`config.mk`:
```
export PLATFORM = sky130hd
export DESIGN_NAME = bound_flasher_flat
export DESIGN_NICKNAME = d
export VERILOG_FILES = /design/src/rtl/bound_flasher_if.sv /design/src/rtl/bound_flasher.sv /design/src/flat_wrapper.sv
export SDC_FILE = /design/constraint.sdc
export NUM_CORES = 1
export LEC_CHECK = 0
export CAP_MARGIN = 30
export CORE_UTILIZATION = 47
export CTS_CLUSTER_DIAMETER = 50
export DETAILED_ROUTE_END_ITERATION = 10
export PLACE_DENSITY = 0.75
export SLEW_MARGIN = 10
export SYNTH_ARGS = -nofsm -noshare
export SYNTH_HDL_FRONTEND = slang
export SYNTH_SLANG_ARGS = --single-unit
```
`constraint.sdc`:
```
create_clock -name clk -period 2.5 [get_ports clk]
set_input_delay 0.25 -clock clk [delete_from_list [all_inputs] [get_ports clk]]
set_output_delay 0.25 -clock clk [all_outputs]
set_load 0.05 [all_outputs]
```
`src/rtl/bound_flasher_if.sv`:
```
// Lamp sequencer pin bundle: flick request in, 16 registered lamp drives out.
interface bound_flasher_if;
    logic        flick;
    logic [15:0] LEDs;

    modport master (output flick, input LEDs);
    modport slave  (input flick, output LEDs);
endinterface

```
`src/rtl/bound_flasher.sv`:
```
// 16-lamp bound flasher: fixed ON/OFF sweep with flick kickback at L5/L10.
// Optional macro FLICK_LATCH_EN: flick goes through a sticky async-set request flop.
module bound_flasher (
    input  logic            clk,
    input  logic            rst,
    bound_flasher_if.slave  bus
);
    typedef enum logic [2:0] {IDLE, S1, S2, S3, S4, S5, S6} state_t;

    state_t      state, state_nxt;
    logic [15:0] leds, leds_nxt;
    logic [15:0] on_step, off_step;
    logic        f;

`ifdef FLICK_LATCH_EN
    logic req;

    // Set as soon as flick rises; a clock edge with flick low clears it, so a
    // pulse between edges is still seen by the FSM at the next edge.
    always_ff @(posedge clk or posedge rst or posedge bus.flick) begin
        if (rst)            req <= 1'b0;
        else if (bus.flick) req <= 1'b1;
        else                req <= 1'b0;
    end

    assign f = req;
`else
    assign f = bus.flick;
`endif

    assign on_step  = {leds[14:0], 1'b1};
    assign off_step = {1'b0, leds[15:1]};

    always_ff @(posedge clk or posedge rst) begin
        if (rst) begin
            state <= IDLE;
            leds  <= 16'h0000;
        end else begin
            state <= state_nxt;
            leds  <= leds_nxt;
        end
    end

    always_comb begin
        state_nxt = state;
        leds_nxt  = leds;
        case (state)
            IDLE: begin
                leds_nxt = 16'h0000;
                if (f) begin
                    state_nxt = S1;
                    leds_nxt  = 16'h0001;
                end
            end
            S1: begin
                if (leds == 16'h003F) begin
                    state_nxt = S2;
                    leds_nxt  = off_step;
                end else leds_nxt = on_step;
            end
            S2: begin
                if (leds == 16'h0000) begin
                    state_nxt = S3;
                    leds_nxt  = on_step;
                end else leds_nxt = off_step;
            end
            S3: begin
                // L10 top always turns back; flick there picks the deep fall to L0
                if ((leds == 16'h003F && f) || leds == 16'h07FF) begin
                    state_nxt = (leds == 16'h07FF && !f) ? S4 : S2;
                    leds_nxt  = off_step;
                end else leds_nxt = on_step;
            end
            S4: begin
                if (leds == 16'h001F) begin
                    state_nxt = S5;
                    leds_nxt  = on_step;
                end else leds_nxt = off_step;
            end
            S5: begin
                if (f && (leds == 16'h003F || leds == 16'h07FF)) begin
                    state_nxt = S4;
                    leds_nxt  = off_step;
                end else if (leds == 16'hFFFF) begin
                    state_nxt = S6;
                    leds_nxt  = off_step;
                end else leds_nxt = on_step;
            end
            S6: begin
                if (leds == 16'h0000) begin
                    state_nxt = IDLE;
                    leds_nxt  = 16'h0000;
                end else leds_nxt = off_step;
            end
            default: begin
                state_nxt = IDLE;
                leds_nxt  = 16'h0000;
            end
        endcase
    end

    assign bus.LEDs = leds;
endmodule

```
`src/flat_wrapper.sv`:
```
// flat-port wrapper written by rule: the top's interface ports become plain ports
module bound_flasher_flat 
  (clk, rst, bus_flick, bus_LEDs);
  bound_flasher_if bus_i ();
  input  logic clk;
  input  logic rst;
  input wire logic [$bits(bus_i.flick)-1:0] bus_flick;
  output wire logic [$bits(bus_i.LEDs)-1:0] bus_LEDs;
  assign bus_i.flick = bus_flick;
  assign bus_LEDs = bus_i.LEDs;
  bound_flasher u_core (.clk(clk), .rst(rst), .bus(bus_i));
endmodule
```
==> results of run 1 <==
metrics by stage:
step	hold WS, ns	TNS (ns)	instance area, um^2
2_1_floorplan	0.201	-0.00391	1180
3_3_place_gp	0.556	0	1500
3_5_place_dp	0.572	0	1500
4_1_cts	0.392	0	1520
5_1_grt	0.425	-0.0116	1540
6_report	0.360	0	1540
synthesized netlist by cell type, types with 2 or more instances:
| master | number |
|---|---|
| nand2_1 | 13 |
| inv_1 | 4 |
| a22o_1 | 10 |
| nor2_1 | 10 |
| dfrtp_1 | 19 |
| or3_1 | 3 |
| or4_4 | 2 |
| o21ai_1 | 2 |
| nand3_1 | 4 |
| nand4_1 | 3 |
| nor3_1 | 4 |
| a221o_1 | 4 |
| nor3b_1 | 2 |
| a31oi_1 | 2 |
| o21ai_0 | 5 |
| a21oi_1 | 8 |
| a32o_1 | 2 |
| clkbuf_1 | 3 |
metal layers:
layer  up-vias  global-route usage, %
met5         -                      0
met4         0                   8.11
met3         6                   1.75
met2        50                   43.2
met1       563                   36.2
li1        545                      -
worst register-to-register path: cells and delay by family, from the launching register on:
family | cells | cell delay, ns
simple gates | 3 | 1.28
compound gates | 2 | 0.44
flops | 1 | 0.42
buf+inv | 1 | 0.19
cells by family after synthesis:
group / Yosys count / share of synthesized area [%]
and+or+nand+nor: 51 / 27.4
DFF: 19 / 40.7
muxes: 2 / 1.82
AOI/OAI and AO/OA: 42 / 27.8
buffers and inverters: 7 / 2.25
report_power, final:
| group | switching (mW) | leakage [nW] | internal [mW] | total, mW |
|---|---|---|---|---|
| Combinational | 0.830 | 0.433 | 0.552 | 1.38 |
| Clock | 0.0965 | 0.0150 | 0.0623 | 0.159 |
| Sequential | 0.158 | 0.197 | 0.442 | 0.600 |
state kept, by name, summed over array words and instances, names as in the netlist:
signal / count
u_core.bus.LEDs: 16
u_core.state: 3
final timing paths:
kind                       cells past startpoint  slack [ns]                            end
setup / recovery                               6        0.06   u_core.bus.LEDs[1]$_DFF_PP0_
min in group clk                               1        0.60   u_core.bus.LEDs[3]$_DFF_PP0_
setup reg to reg                               6        0.06   u_core.bus.LEDs[1]$_DFF_PP0_
hold / removal                                 2        0.36   u_core.bus.LEDs[5]$_DFF_PP0_
hold reg to reg                                1        0.60   u_core.bus.LEDs[3]$_DFF_PP0_
max in group asynchronous                      2        1.63  u_core.bus.LEDs[13]$_DFF_PP0_
cell type report:
type | instances | area (um^2) | share of cell area (%)
multi-input cells | 95 | 684 | 44.3
well taps | 28 | 35.0 | 2.27
flip-flops and latches | 19 | 483 | 31.3
repair buffers | 34 | 300 | 19.4
inverters | 4 | 15.0 | 0.972
clock buffers | 4 | 26.3 | 1.70
timing repair:
item / in CTS / in global routing
buffers inserted: 0 / 1
gates resized for setup: 0 / 3
pin swaps: 1 / 4
hold buffers: 0 / 0
cloned: 0 / 0
setup endpoints to repair: 2 / 13
==> results.txt, run 1 <==
For this design, the slowest cell found on the critical path is or4_4. The buffering stage count on the worst path with inverters included works out to 1. The path class of the tightest hold or removal check is primary input to asynchronous set/reset pin. The clock tree skew after final layout came out at 0.00359 ns. The run gives 1400 um as the sum of routed wire segments on met1. Fraction of the cycle the final worst path needs: 97.5%.

For the number of antenna violations at the first check in global routing, the log shows 0. The worst setup path is launched from a flop. The routed layout has 1164 vias. The placed instance count is 179, and the worst-path maximum fanout is 5. The top cell types in the final layout, fill and taps aside, are clkdlybuf4s50_1 (18), buf_4 (16), nand2_1 (13), dfrtp_1 (13).

Setup repair after global routing could not meet its margin everywhere. The endpoint kind of the worst setup timing path is a flop. The peak ir drop on the vdd network is 949 uV, and the slack of the critical path is 0.0617 ns. The run gives 0 as the antenna diode count.

The library cell used most frequently in the layout, excluding fill and tap cells, is clkdlybuf4s50_1. The run gives 202 as the filler cell count in the final layout. The async set-or-reset flop fraction in the synthesized netlist was 100%; the first-pass GRT wire length was 5180 um.

In this run the horizontal extent of the chip is 51.9 um. At the worst endpoint, the required time is 2.69 ns. During synthesis, Yosys emitted a total of 0 warnings. From bottom edge to top edge, the die measures 51.9 um. The area growth from synthesis to layout was 32.1%; the number of buffers added by the clock tree synthesis step was 3. The logs give 0.00228 mm^2 for the total core area and 1 for the total number of H-tree levels. In the global route stage, overall resource usage came out at 26.1%. Each instance of the synthesized netlist takes up on average 9.66 um^2.

The fraction of final layout cells sized beyond drive strength 1 came out at 26.3%. Critical path's top delay family: simple AND/OR/NAND/NOR gates. The die covers 0.00269 mm^2. The tools report the clock net sink count as 19. The count of cells in the finished layout, fillers not included, comes to 184. The highest layer touched by signal routing is met4.

At the pin with the least slew margin, the transition time is 0.781 ns. The maximum clock frequency is 0.410 GHz. The length of routed met3 wiring was 159 um.

The tools report the launching point of the worst reg2reg path as u_core.bus.LEDs[6]$_DFF_PP0_. The tools report the final HPWL from detailed placement as 2350 um. Subtracting the final worst setup slack from the clock period gives 2.44 ns. Counting flops with a built-in enable in the synthesized netlist gives 0. The detail-routed net length per standard cell is 17.1 um, and the count of distinct cell types in the synthesized netlist is 39. OpenSTA, run right after detailed placement, puts the worst setup slack at 0.00848 ns.

The number of I/O port buffers is 18, and the net total in the final layout is 160. Leading area contributor after synthesis: dfrtp_1. Dividing the detail-routed via count by the number of cells gives 6.33.

The power density relative to cell area was 1390 mW/mm^2. The synthesized netlist occupies a cell area of 0.00117 mm^2. The share of Yosys cell area claimed by the top area cell type was 40.7%. The run gives 51.3% as the effective utilization at floorplan. TritonCTS built the clock tree. The run finished with clean final reports.

Max-cap violations in this run came to 0. For this run, the share of the core covered by cells in the final layout is 67.8%. The run gives 0 as the count of pins over their slew limit.

In the synthesized netlist the dominant register cell turns out to be dfrtp_1. The clock passes through at most 2 buffers. The tools report the DRC marker count from the first detailed-route iteration as 55. Wires add up to 3140 um. Entering global routing, the biggest net connects 20 pins. The clock-pin slew reported for the worst setup and hold paths after clock tree synthesis was 0.11 ns; the total power consumption of the routed design was 2.14 mW. The total overflow left after global routing is 0. The number of DRC violations after detailed routing is 0.

The tools report the total met2 wirelength after detailed routing as 1540 um. Setup violations remaining at the end of the flow were counted as 0. The first detailed-routing pass ran for 4 iterations. STA puts the critical path data arrival time at 2.63 ns.

Headroom to the max-slew limit came out at 47.3%. Once detail routing completed, the nets flagged for antenna violations numbered 0. For the worst-skew pair, the clock arrives at the later sink with an insertion delay of 0.30 ns. The number of global-route vias before repair is 1045. First element of the critical path: u_core.bus.LEDs[6]$_DFF_PP0_. Walking the worst path, the cells encountered are or4_4, nor4b_4, buf_4, a21oi_2, or3_4, a221o_1.

The tree is rooted in a clkbuf_4. In this run the count of I/O pins placed on the die edge is 19. The type of the setup path with the least slack is flop to flop.

The floorplan has 17 rows. The synthesized flop and latch total is 19. When the netlist entered floorplanning its net count stood at 124.

The post-synthesis cell count was 121; the biggest cell delay along the critical path was 0.58 ns. The total count of hold-check failures in the final report was 0. Ranked by total cell area, the synthesized netlist is headed by dfrtp_1 (41%), a22o_1 (7.5%), nand2_1 (4.2%), a21oi_1 (3.4%), a221o_1 (3.4%). For this design the static power due to leakage is 0.645 nW. After synthesis, flip-flops and latches occupy 40.7% of the total area.

Routability-driven placement finished with a final weighted congestion of 0.940.
Power figures use the tool's default switching activity.
==> inputs of run 2 (changes only) <==
- CORE_UTILIZATION: 47 -> 49
- CTS_BUF_LIST: default -> sky130_fd_sc_hd__clkbuf_8
- PLACE_DENSITY: 0.75 -> 0.78
- clock period: 2.5 -> 2.05 ns (I/O delays scaled with it)
==> run 2 against run 1 <==
  * The flow now finishes with violations (setup timing)
  * First-iteration DRC count rose by 100%
  * Clock skew rose by 0.0015 ns
  * Fmax rose by 0.11%
  * Worst hold slack improved by 0.0061 ns
  * Clock-buffer cell count fell by 1
  * Routed wire length rose by 44%
  * Largest power group unchanged
  * Utilization rose by 18 points
  * Setup slack got worse by 0.45 ns
==> results.txt, run 2 (synthesized netlist as in run 1, its figures left out) <==
The cell repeated most along the worst path is buf_4. The total core area was 0.00223 mm^2; the top-level I/O count was 19. The die covers 0.00258 mm^2.

The clock share of power was 8.2%; the count of pins over their slew limit was 0. The run gives 2860 um as the final HPWL from detailed placement. The critical path goes through or4_4, nor4_4, buf_4, buf_4, a21o_1, a31o_2, nand4_1, mux2_4. TritonCTS built the clock tree. Of all nets on the critical path, the largest fanout is 5.

The top cell types in the final layout, fill and taps aside, are buf_4 (48), clkdlybuf4s50_1 (18), dfrtp_1 (13). The logs give 19 for the final setup violation count and 1465 for the via count. The final reports fail on setup timing. The number of DRC violations after detailed routing came out at 0. Number of I/O port buffers: 18. The actual transition at the worst max-transition pin is 0.730 ns, and the number of buffers added by the clock tree synthesis step is 3.

The worst-path cell with the longest stage delay is or4_4. The number of antenna violations at the first check in global routing was 0; the clock period minus final worst setup slack was 2.44 ns. The number of global-route vias before repair was 1379; the effective utilization at floorplan was 52.3%.

The detail route stage leaves a number of antenna-violating nets equal to 0. Launching point of the worst reg2reg path: u_core.bus.LEDs[12]$_DFF_PP0_. The filler cell count in the final layout is 119.

For the net total in the final layout, the log shows 196. The path class of the tightest hold or removal check is primary input to asynchronous set/reset pin. The number of core rows was 17. The slack of the critical path was -0.386 ns; the required time reported for the critical path endpoint was 2.20 ns. The worst setup path is of the flop to flop kind. The cell sitting at the root of the clock tree is a clkbuf_8. The register with the most flip-flops in the layout has 16 of them. The share of total power dissipated in combinational logic is 70.2%. The power density relative to cell area works out to 1660 mW/mm^2. Setup total negative slack on the finished layout was measured at -6.46 ns. The detail-routed net length per standard cell was 20.6 um; the clock tree skew after final layout was 0.00511 ns. The via density per instance was 6.66; the total count of hold-check failures in the final report was 0. For this run, the total global-route usage over all layers was measured as 35.3%. Net switching is 48.6% of the power. The clock passes through at most 2 buffers.

The headroom to the max-slew limit is 51.3%, and the number of maximum-capacitance constraint violations is 0. The library cell used most frequently in the layout, excluding fill and tap cells, is buf_4. For the net switching power figure, the log shows 1.54 mW. The first global-routing pass estimated 6520 um of wire.

For the maximum clock frequency, the log shows 0.411 GHz. With fillers left out, the area of the finished cells amounts to 0.00191 mm^2. The first routing iteration left 110 violations. In this run the horizontal extent of the chip is 50.8 um.

The arrival time at the worst endpoint is 2.59 ns, and the final weighted congestion in routability-driven placement is 0.984. The tools report the antenna diode count as 0. The setup slack of the worst register-to-register path came out at -0.39 ns. Total number of H-tree levels: 1. Sequential cells account for 21.5% of the total power. The later pin in the worst-skew pair is clocked with a latency of 0.26 ns. The peak ir drop on the vdd network was 1200 uV; the routed wire length was 4540 um. The die is 50.8 um tall. The fraction of the cycle the final worst path needs was 119%; the number of buffers inserted by hold repair at cts was 0. Endpoint kind of the worst setup timing path: a flop. The flow ran to the end, but the final reports show violations.

The number of cells traversed by the worst register-to-register path was 8; the clock-pin slew reported for the worst setup and hold paths after clock tree synthesis was 0.07 ns. The worst flop-to-flop path endpoint was u_core.state[2]$_DFFE_PP0P_. The area of placed instances was 0.00172 mm^2. The biggest cell delay along the critical path is 0.60 ns. The first detailed-routing pass ran for 4 iterations.

The global route total overflow came out at 0. The most critical setup path has its startpoint at u_core.bus.LEDs[12]$_DFF_PP0_. The fraction of final layout cells sized beyond drive strength 1 is 43.2%. The worst setup path is launched from a flop.

Relative to the synthesized area, the layout overhead comes to 63.4%. Setup repair after global routing could not meet its margin everywhere. The cell-internal power is 1.63 mW.

The analysis attributes to cell leakage a power of 0.847 nW. CTS saw 19 sinks. Entering global routing, the biggest net connects 20 pins.
run 2: cell count changes in the layout (fill, tap and decap cells not counted), moves of 2 or more:
cell      delta
clkbuf_8     +3
buf_6        +4
clkbuf_4     -3
nand2_1      -2
buf_4       +32
run 2: what timing repair did:
| action | CTS | global route |
|---|---|---|
| setup buffers | 3 | 5 |
| resized for setup | 13 | 5 |
| pin swaps | 10 | 9 |
| endpoints found under the setup margin | 19 | 19 |
run 2: worst max-delay path by stage:
stage	endpoint	slack, ns	depth (start not counted)
floorplan	u_core.bus.LEDs[1]$_DFF_PP0_	-0.42	5
CTS	u_core.bus.LEDs[1]$_DFF_PP0_	-0.31	6
detailed placement	u_core.bus.LEDs[10]$_DFF_PP0_	-0.39	6
global route	u_core.state[2]$_DFFE_PP0P_	-0.44	8
global placement	u_core.bus.LEDs[14]$_DFF_PP0_	-0.28	7
finish	u_core.state[2]$_DFFE_PP0P_	-0.39	8
run 2: routing by layer:
layer	track usage (%)	vias up	share of wire (%)
li1	-	614	-
met1	40.7	716	39
met2	60.2	104	47
met3	6.55	31	8.4
met4	21.8	0	6.1
met5	0	-	0
run 2: worst max-delay path, delay by kind of cell, from the launching register on:
| family | cells | cell delay, ns |
|---|---|---|
| compound gates | 2 | 0.30 |
| buf+inv | 2 | 0.31 |
| mux | 1 | 0.31 |
| flops | 1 | 0.41 |
| simple gates | 3 | 1.01 |
run 2: final cells by class:
cell class / instances / area, um^2 / share of cell area [%]
multi-input combinational: 95 / 746 / 39.1
timing repair buffer: 70 / 586 / 30.7
sequential: 19 / 483 / 25.3
clock buffer: 3 / 41.3 / 2.16
tap: 28 / 35.0 / 1.83
inverter: 4 / 15.0 / 0.786
clock inverter: 1 / 3.75 / 0.197
run 2: power groups by stage:
stage / Combinational, mW / Clock (mW) / Sequential, mW
2_1_floorplan: 0.600 / 0 / 1.20
3_3_place_gp: 1.91 / 0 / 0.663
3_5_place_dp: 1.96 / 0 / 0.675
4_1_cts: 2.08 / 0.259 / 0.669
5_1_grt: 2.31 / 0.275 / 0.695
6_report: 2.23 / 0.262 / 0.684
run 2: stage by stage:
step	util [%]	total power, mW	instances	hold slack, ns	setup slack, ns
after global placement	76.9	2.58	208	0.593	-0.277
after CTS	82.6	3.01	215	0.390	-0.314
after global routing	85.5	3.29	220	0.447	-0.442
final	85.5	3.18	220	0.366	-0.386
after floorplan	-	1.80	121	0.156	-0.422
after detailed placement	76.9	2.63	208	0.603	-0.386
